## config.mk

```make
export PLATFORM = sky130hd
export DESIGN_NAME = wb_regfile
export DESIGN_NICKNAME = d
export VERILOG_FILES = /design/src/rtl/wb_regfile.sv
export SDC_FILE = /design/constraint.sdc
export NUM_CORES = 2
export LEC_CHECK = 0
export CORE_ASPECT_RATIO = 0.9
export CORE_MARGIN = 1
export CORE_UTILIZATION = 35
export CTS_BUF_LIST = sky130_fd_sc_hd__clkbuf_4
export DETAILED_ROUTE_END_ITERATION = 16
export PLACE_DENSITY = 0.61
export SETUP_SLACK_MARGIN = 0.4
export SLEW_MARGIN = 20
export SYNTH_ARGS = -nofsm -noshare
export SYNTH_HDL_FRONTEND = slang
export SYNTH_SLANG_ARGS = --single-unit
```

## constraint.sdc

```tcl
create_clock -name clk -period 5.2 [get_ports clk]
set_input_delay 0.78 -clock clk [delete_from_list [all_inputs] [get_ports clk]]
set_output_delay 0.78 -clock clk [all_outputs]
set_load 0.05 [all_outputs]
```

## src/rtl/wb_regfile.sv

```systemverilog
// Y86-64 writeback stage and architectural register file.
// Commits valE/valM from the W stage into 15 program registers. Provides
// combinational read ports for decode and for debug. Holds the sticky
// program status and the retired-instruction counter.
module wb_regfile #(
    parameter logic [63:0] RSP_INIT = 64'd0
) (
    input  logic        clk,
    input  logic        rst_n,
    input  logic [2:0]  W_stat,
    input  logic [3:0]  W_icode,
    input  logic [63:0] W_valE,
    input  logic [63:0] W_valM,
    input  logic [3:0]  W_dstE,
    input  logic [3:0]  W_dstM,
    input  logic [3:0]  d_srcA,
    input  logic [3:0]  d_srcB,
    output logic [63:0] d_rvalA,
    output logic [63:0] d_rvalB,
    input  logic [3:0]  dbg_sel,
    output logic [63:0] dbg_val,
    output logic [2:0]  prog_stat,
    output logic        halted,
    output logic [63:0] retired
);

    localparam logic [2:0] STAT_AOK = 3'd1;
    localparam logic [2:0] STAT_HLT = 3'd2;
    localparam logic [2:0] STAT_ADR = 3'd3;
    localparam logic [2:0] STAT_INS = 3'd4;

    logic [2:0]  stat_reg;
    logic [2:0]  stat_next;
    logic [63:0] retired_reg;
    logic [63:0] retired_next;
    logic        we;

    // Register contents gathered into one array. Slot 15 is the constant-zero "no register" slot.
    logic [63:0] reg_view [0:15];

    // The retire rule depends only on the status code, so the icode is not used.
    logic unused_icode;
    assign unused_icode = ^W_icode;

    // Writes are gated by the pre-edge status. A faulting or halting instruction never commits.
    assign we = (stat_reg == STAT_AOK) && (W_stat == STAT_AOK);

    genvar gi;
    generate
        for (gi = 0; gi < 15; gi++) begin : gen_reg
            localparam logic [3:0]  IDX  = 4'(gi);
            localparam logic [63:0] INIT = (gi == 4) ? RSP_INIT : 64'd0;

            logic [63:0] val_reg;
            logic [63:0] val_next;

            // Select this register's next value. valM has priority over valE, so popq %rsp loads the popped value.
            always_comb begin
                val_next = val_reg;
                if (we && (W_dstM == IDX)) begin
                    val_next = W_valM;
                end else if (we && (W_dstE == IDX)) begin
                    val_next = W_valE;
                end
            end

            // Register storage. Async reset to zero, or to RSP_INIT for %rsp.
            always_ff @(posedge clk or negedge rst_n) begin
                if (!rst_n) begin
                    val_reg <= INIT;
                end else begin
                    val_reg <= val_next;
                end
            end

            assign reg_view[gi] = val_reg;
        end
    endgenerate

    assign reg_view[15] = 64'd0;

    // Status update and retire count. Both freeze once the status leaves AOK.
    always_comb begin
        stat_next    = stat_reg;
        retired_next = retired_reg;
        if (stat_reg == STAT_AOK) begin
            case (W_stat)
                STAT_AOK: begin
                    retired_next = retired_reg + 64'd1;
                end
                STAT_HLT: begin
                    stat_next    = STAT_HLT;
                    retired_next = retired_reg + 64'd1;
                end
                STAT_ADR, STAT_INS: begin
                    stat_next = W_stat;
                end
                default: begin
                    // BUB and undefined codes behave as bubbles
                end
            endcase
        end
    end

    // Status and counter registers.
    always_ff @(posedge clk or negedge rst_n) begin
        if (!rst_n) begin
            stat_reg    <= STAT_AOK;
            retired_reg <= 64'd0;
        end else begin
            stat_reg    <= stat_next;
            retired_reg <= retired_next;
        end
    end

    // Combinational reads with no forwarding. Decode handles bypass from W.
    assign d_rvalA   = reg_view[d_srcA];
    assign d_rvalB   = reg_view[d_srcB];
    assign dbg_val   = reg_view[dbg_sel];
    assign prog_stat = stat_reg;
    assign halted    = (stat_reg != STAT_AOK);
    assign retired   = retired_reg;

endmodule

```

; After elaboration in Yosys (flattened, before gate mapping)
; Index checks and enable logic that the tools add are counted.
[totals]
regBits = 1027
in_bits = 157
output_inout_bits = 260
[op_classes]
add_sub_neg = 1
n_lt_le_gt_ge = 3
n_eq_ne = 34
muxes = 40
bitwise = 3
n_reduce_logical = 53
[ops]
columns = op, count
row1 = 64-bit 2-to-1 mux, 36
row2 = 64-bit binary-select mux with 4-bit select, 3
row3 = 64-bit by 1-bit adder with 64-bit output (second input constant), 1
row4 = 4-bit equality test (second input constant), 14
row5 = 4-bit by 3-bit equality test with 1-bit output (second input constant), 8
row6 = 2-bit nonzero test, 16
row7 = 1-bit logical AND, 31
row8 = 4-bit by 2-bit equality test with 1-bit output (second input constant), 4
row9 = 5-bit >= comparator (second input constant), 3
row10 = 4-bit inverter with 5-bit output, 3
row11 = 4-bit by 1-bit equality test with 1-bit output (second input constant), 2
row12 = 4-bit zero test, 2
row13 = 3-bit by 1-bit equality test with 1-bit output (second input constant), 2
row14 = 3-bit by 2-bit equality test with 1-bit output (second input constant), 2
row15 = 3-bit one-hot mux with 2 select lines, 1
row16 = 2-bit AND reduction, 2
row17 = 2-bit OR reduction, 2
row18 = 3-bit equality test (second input constant), 1
row19 = 3-bit by 1-bit != test with 1-bit output (second input constant), 1

; Logic depth before layout (Yosys ltp)
[depth]
word_depth = 5
depth_mapped = 8
depth_no_buf = 6

; Least setup slack after synthesis
; No wires, ideal clock.
[synth_timing]
path_type = input port to output port
startpoint = in d_srcA[0]
endpoint = out d_rvalA[35]
arrival_ps = 2810
t_required_ps = 4420
path_slack_ps = 1610
stages = 5
cell_sequence = clkbuf_1 -> buf_2 -> buf_1 -> mux4_2 -> mux4_2
[synth_between]
elab_chain_len = 4
[synth_lines]
columns = element, line_no
row1 = "start, declared", 16  ; input logic [3:0] d_srcA,
row2 = 4-bit inverter with 5-bit output (not written as such), 117  ; assign d_rvalA = reg_view[d_srcA];
row3 = 64-bit binary-select mux with 4-bit select, 117
row4 = 64-bit 2-to-1 mux (not written as such) (2 in series), 117
row5 = "end, declared", 18  ; output logic [63:0] d_rvalA,
; Every way passes these cells. The select of a mux whose other input is x is not followed.

; Worst setup path in the final report
[layout_timing]
startpoint = in dbg_sel[1]
endpoint = out dbg_val[26]
[layout_between]
elab_chain_len = 4
[layout_lines]
columns = element, line_no
row1 = "start, declared", 20  ; input logic [3:0] dbg_sel,
row2 = 4-bit inverter with 5-bit output (not written as such), 119  ; assign dbg_val = reg_view[dbg_sel];
row3 = 64-bit binary-select mux with 4-bit select, 119
row4 = 64-bit 2-to-1 mux (not written as such) (2 in series), 119
row5 = "end, declared", 21  ; output logic [63:0] dbg_val,
; Every way passes these cells. The select of a mux whose other input is x is not followed.

==> flow_summary_export.csv <==
group,metric,value,unit
worst_setup_path,timing.critical_path.cells,"buf_8 -> nor2b_4 -> buf_4 -> nand2_1 -> o21ai_0 -> mux4_2 -> clkdlybuf4s50_1",
layout,drive_above_1_share,21.7,%
layout,number_of_flip_flops_under_the_largest_register_name,960,
logic_synthesis,postSynthNetCount,6457,
layout,synthToLayoutAreaGrowth,14.9,%
worst_setup_path,crit_family,"buffers and inverters",
logic_synthesis,synth_common_cells,"sky130_fd_sc_hd__mux2i_1, sky130_fd_sc_hd__dfrtp_1, sky130_fd_sc_hd__nor2_1, sky130_fd_sc_hd__a21oi_1, sky130_fd_sc_hd__mux4_2",
logic_synthesis,cell_type_with_the_highest_aggregate_area_in_the_netlist,"sky130_fd_sc_hd__dfrtp_1",
grt,globalRouteTotalUtil,26.4,%
clock_network,cts_max_path_buffers,4,
clock_network,cts_tree,"done",
grt,antenna_found_initial,50,
clock_network,level_count_of_the_clock_h_tree,5,
die,floorplan.die.height,425,um
grt,first_global_vias,55900,
die,coreArea,0.197,mm2
power,power.share.switching,28.1,%
sta,finalSetupTns,0,ns
sta,number_of_endpoints_with_negative_hold_slack_in_the_final_report,0,
worst_setup_path,worst_path_slowest_cell,"sky130_fd_sc_hd__clkdlybuf4s50_1",
run_status,outcome,"finished, final reports clean",
worst_setup_path,critical_path.max_stage_delay,0.84,ns
power,power.share.sequential,46.3,%
logic_synthesis,synth_cell_types,48,
power,power.total,0.0173,W
logic_synthesis,synth.top_cells.by_area,"sky130_fd_sc_hd__dfrtp_1, sky130_fd_sc_hd__mux4_2, sky130_fd_sc_hd__mux2i_1, sky130_fd_sc_hd__a21oi_1, sky130_fd_sc_hd__nor2_1",
worst_setup_path,path_buf_inv,3,
logic_synthesis,synth-seq-area-share,36.9,%
detailed_routing,routedWlPerCell,28.6,um
die,ports_placed_on_the_boundary,417,
sta,report.final.slew_viol_count,0,
min_path,min_path_type,"in -> reg",
grt,pin_count_of_the_biggest_net_entering_global_routing,133,
sta,slew_headroom,18.9,%
sta,clock-skew-final,0.166,ns
clock_network,clk_pin_slew,0.06,ns
logic_synthesis,synth_seq_cells,1027,
detailed_routing,routed_wl,269000,um
worst_setup_path,timing_worst_setup_path_type,"in -> out",
grt,grt.overflow.total,0,
power,clock_power_share,45.1,%
sta,period_needed,4.61,ns
logic_synthesis,synthesis.area,0.0696,mm2
logic_synthesis,yosys_warnings,0,
grt,grt_first_pass_wirelength,390000,um
power,irDropWorstVdd,0.186,mV
worst_setup_path,worst_ep_required_time,4.42,ns
clock_network,cts_root_buffer,"sky130_fd_sc_hd__clkbuf_4",
sta,worst_margin_pin_slew,1.22,ns
logic_synthesis,synth_enable_flop_cells,0,
detailed_routing,first_iter_violations,6905,
detailed_routing,post-route-drc-count,0,
power,power_report.internal_total,0.0124,W
logic_synthesis,netlist_instances,6299,
logic_synthesis,post_synth.cell_area_avg,11.1,um2
die,initial_utilization,35.4,%
run,drv_cap,0,
clock_network,cts.sinks,1027,
die,dieArea,0.201,mm2
die,rows,154,
die,die_w,472,um
sta,achievable-frequency,0.217,GHz
detailed_routing,viasPerCell,6.04,
placed_design,numPortBuffers,412,
sta,min_period_over_period,88.7,%
logic_synthesis,yosys.cell_count.top_type,"sky130_fd_sc_hd__mux2i_1",
worst_setup_path,startpoint_type,"input pin",
worst_setup_path,critPathMaxFanout,32,
detailed_routing,routed-via-count,56800,
clock_network,clk_lat_worst_skew,1.41,ns
power,net_switching_power_figure,0.00486,W
sta,finalSetupViolCount,0,
power,power.share.combinational,8.7,%
logic_synthesis,postSynth.asyncResetShare,100,%
worst_setup_path,critPathCaptureType,"output port",
placed_design,detailedPlacementHpwl,159000,um
clock_network,cts_buffers,311,
power,power_density,216,mW/mm2
placed_design,routabilityCongestion,0.842,
power,leakagePower,36.3,nW
detailed_routing,antenna_violating_nets_post_route,0,
logic_synthesis,synth.top_cell.area_share,36.9,%
worst_setup_path,worst-endpoint-arrival,3.83,ns
detailed_routing,dr.pass1.iters,6,
sta,rsz0062_at_grt,"no",
logic_synthesis,synth_ff_type,"sky130_fd_sc_hd__dfrtp_1",
layout,layout.nets,6675,
[path summary, 6_finish.rpt]
kind	start	to	slack [ns]	depth (start not counted)
max	dbg_sel[1]	dbg_val[26]	0.59	7
min	W_stat[1]	prog_stat[0]	0.28	3
max reg2reg	prog_stat[0]	gen_reg[5].val_reg[16]	1.65	6
min reg2reg	retired[63]	retired[63]	0.48	1
max in group asynchronous	rst_n	gen_reg[7].val_reg[10]	2.92	4
min in group asynchronous	rst_n	gen_reg[2].val_reg[8]	0.56	3
[metal layers]
| metal | routed length (um) | GRT usage [%] | vias to the layer above |
|---|---|---|---|
| li1 | - | - | 23900 |
| met1 | 103000 | 34.5 | 28500 |
| met2 | 124000 | 40.9 | 3498 |
| met3 | 28000 | 6.16 | 794 |
| met4 | 13900 | 13.9 | 34 |
| met5 | 196 | 0 | - |
[power by group through the flow]
stage | Sequential (W) | Combinational [W] | Clock [W]
after floorplan | 0.00814 | 0.000720 | 0
after global placement | 0.00814 | 0.00148 | 0
after detailed placement | 0.00814 | 0.00149 | 0
after CTS | 0.00799 | 0.00149 | 0.00795
after global routing | 0.00798 | 0.00156 | 0.00838
final | 0.00799 | 0.00149 | 0.00778
[per-stage QoR]
stage / setup WS, ns / cell area, um2 / utilization, % / std cells / hold slack (ns)
final: 0.585 / 80000 / 40.7 / 9395 / 0.275
after global routing: 0.581 / 80000 / 40.7 / 9394 / 0.211
after CTS: 0.624 / 80000 / 40.6 / 9365 / 0.149
after detailed placement: 0.629 / 76300 / 38.8 / 8853 / 0.466
after global placement: 0.657 / 76300 / 38.8 / 8853 / 0.461
after floorplan: 1.61 / 69600 / - / 6299 / 0.484
[cells by family after synthesis]
family          synth area share (%)
mux                             40.5
compound gates                  8.42
xor+xnor                       0.818
fa+ha+maj                     0.0180
flops                           36.9
simple gates                    8.69
buf+inv                         4.65
[timing repair]
item                      in CTS  in global routing
hold endpoints to repair     220                  0
gates resized for setup        0                  0
buffers inserted               0                  0
hold buffers                   3                  0
[final cells by class]
class	instances	area, um2
fill	18700	117000
multi-input combinational	4571	40900
sequential	1027	25700
timing repair buffer	596	6390
clock buffer	446	3350
tap	2652	3320
clock inverter	63	265
antenna	30	75.1
inverter	10	37.5
[worst register-to-register path, stage by stage, from the launching register on]
cell and delay (ns):
sky130_fd_sc_hd__dfstp_2 0.59, sky130_fd_sc_hd__or4b_1 0.73, sky130_fd_sc_hd__nor4_4 0.67, sky130_fd_sc_hd__nand2_4 0.57, sky130_fd_sc_hd__buf_12 0.47, sky130_fd_sc_hd__nor2_1 0.17
sky130_fd_sc_hd__a21oi_1 0.05
[layout by cell type, fill, tap and decap left out, types with 18 or more instances in the layout]
cell type	n
sky130_fd_sc_hd__nor3_1	21
sky130_fd_sc_hd__clkinv_1	54
sky130_fd_sc_hd__nor4_1	18
sky130_fd_sc_hd__diode_2	30
sky130_fd_sc_hd__a31oi_1	64
sky130_fd_sc_hd__buf_12	68
sky130_fd_sc_hd__xnor2_1	21
sky130_fd_sc_hd__mux2i_1	1088
sky130_fd_sc_hd__xor2_1	44
sky130_fd_sc_hd__nor2_1	983
sky130_fd_sc_hd__o21ai_0	192
sky130_fd_sc_hd__clkdlybuf4s50_1	399
sky130_fd_sc_hd__dfrtp_1	1026
sky130_fd_sc_hd__a21oi_1	896
sky130_fd_sc_hd__nand3_1	29
sky130_fd_sc_hd__mux4_2	768
sky130_fd_sc_hd__buf_4	116
sky130_fd_sc_hd__nand2_1	355
sky130_fd_sc_hd__clkbuf_4	446
Power figures use the tool's default switching activity.
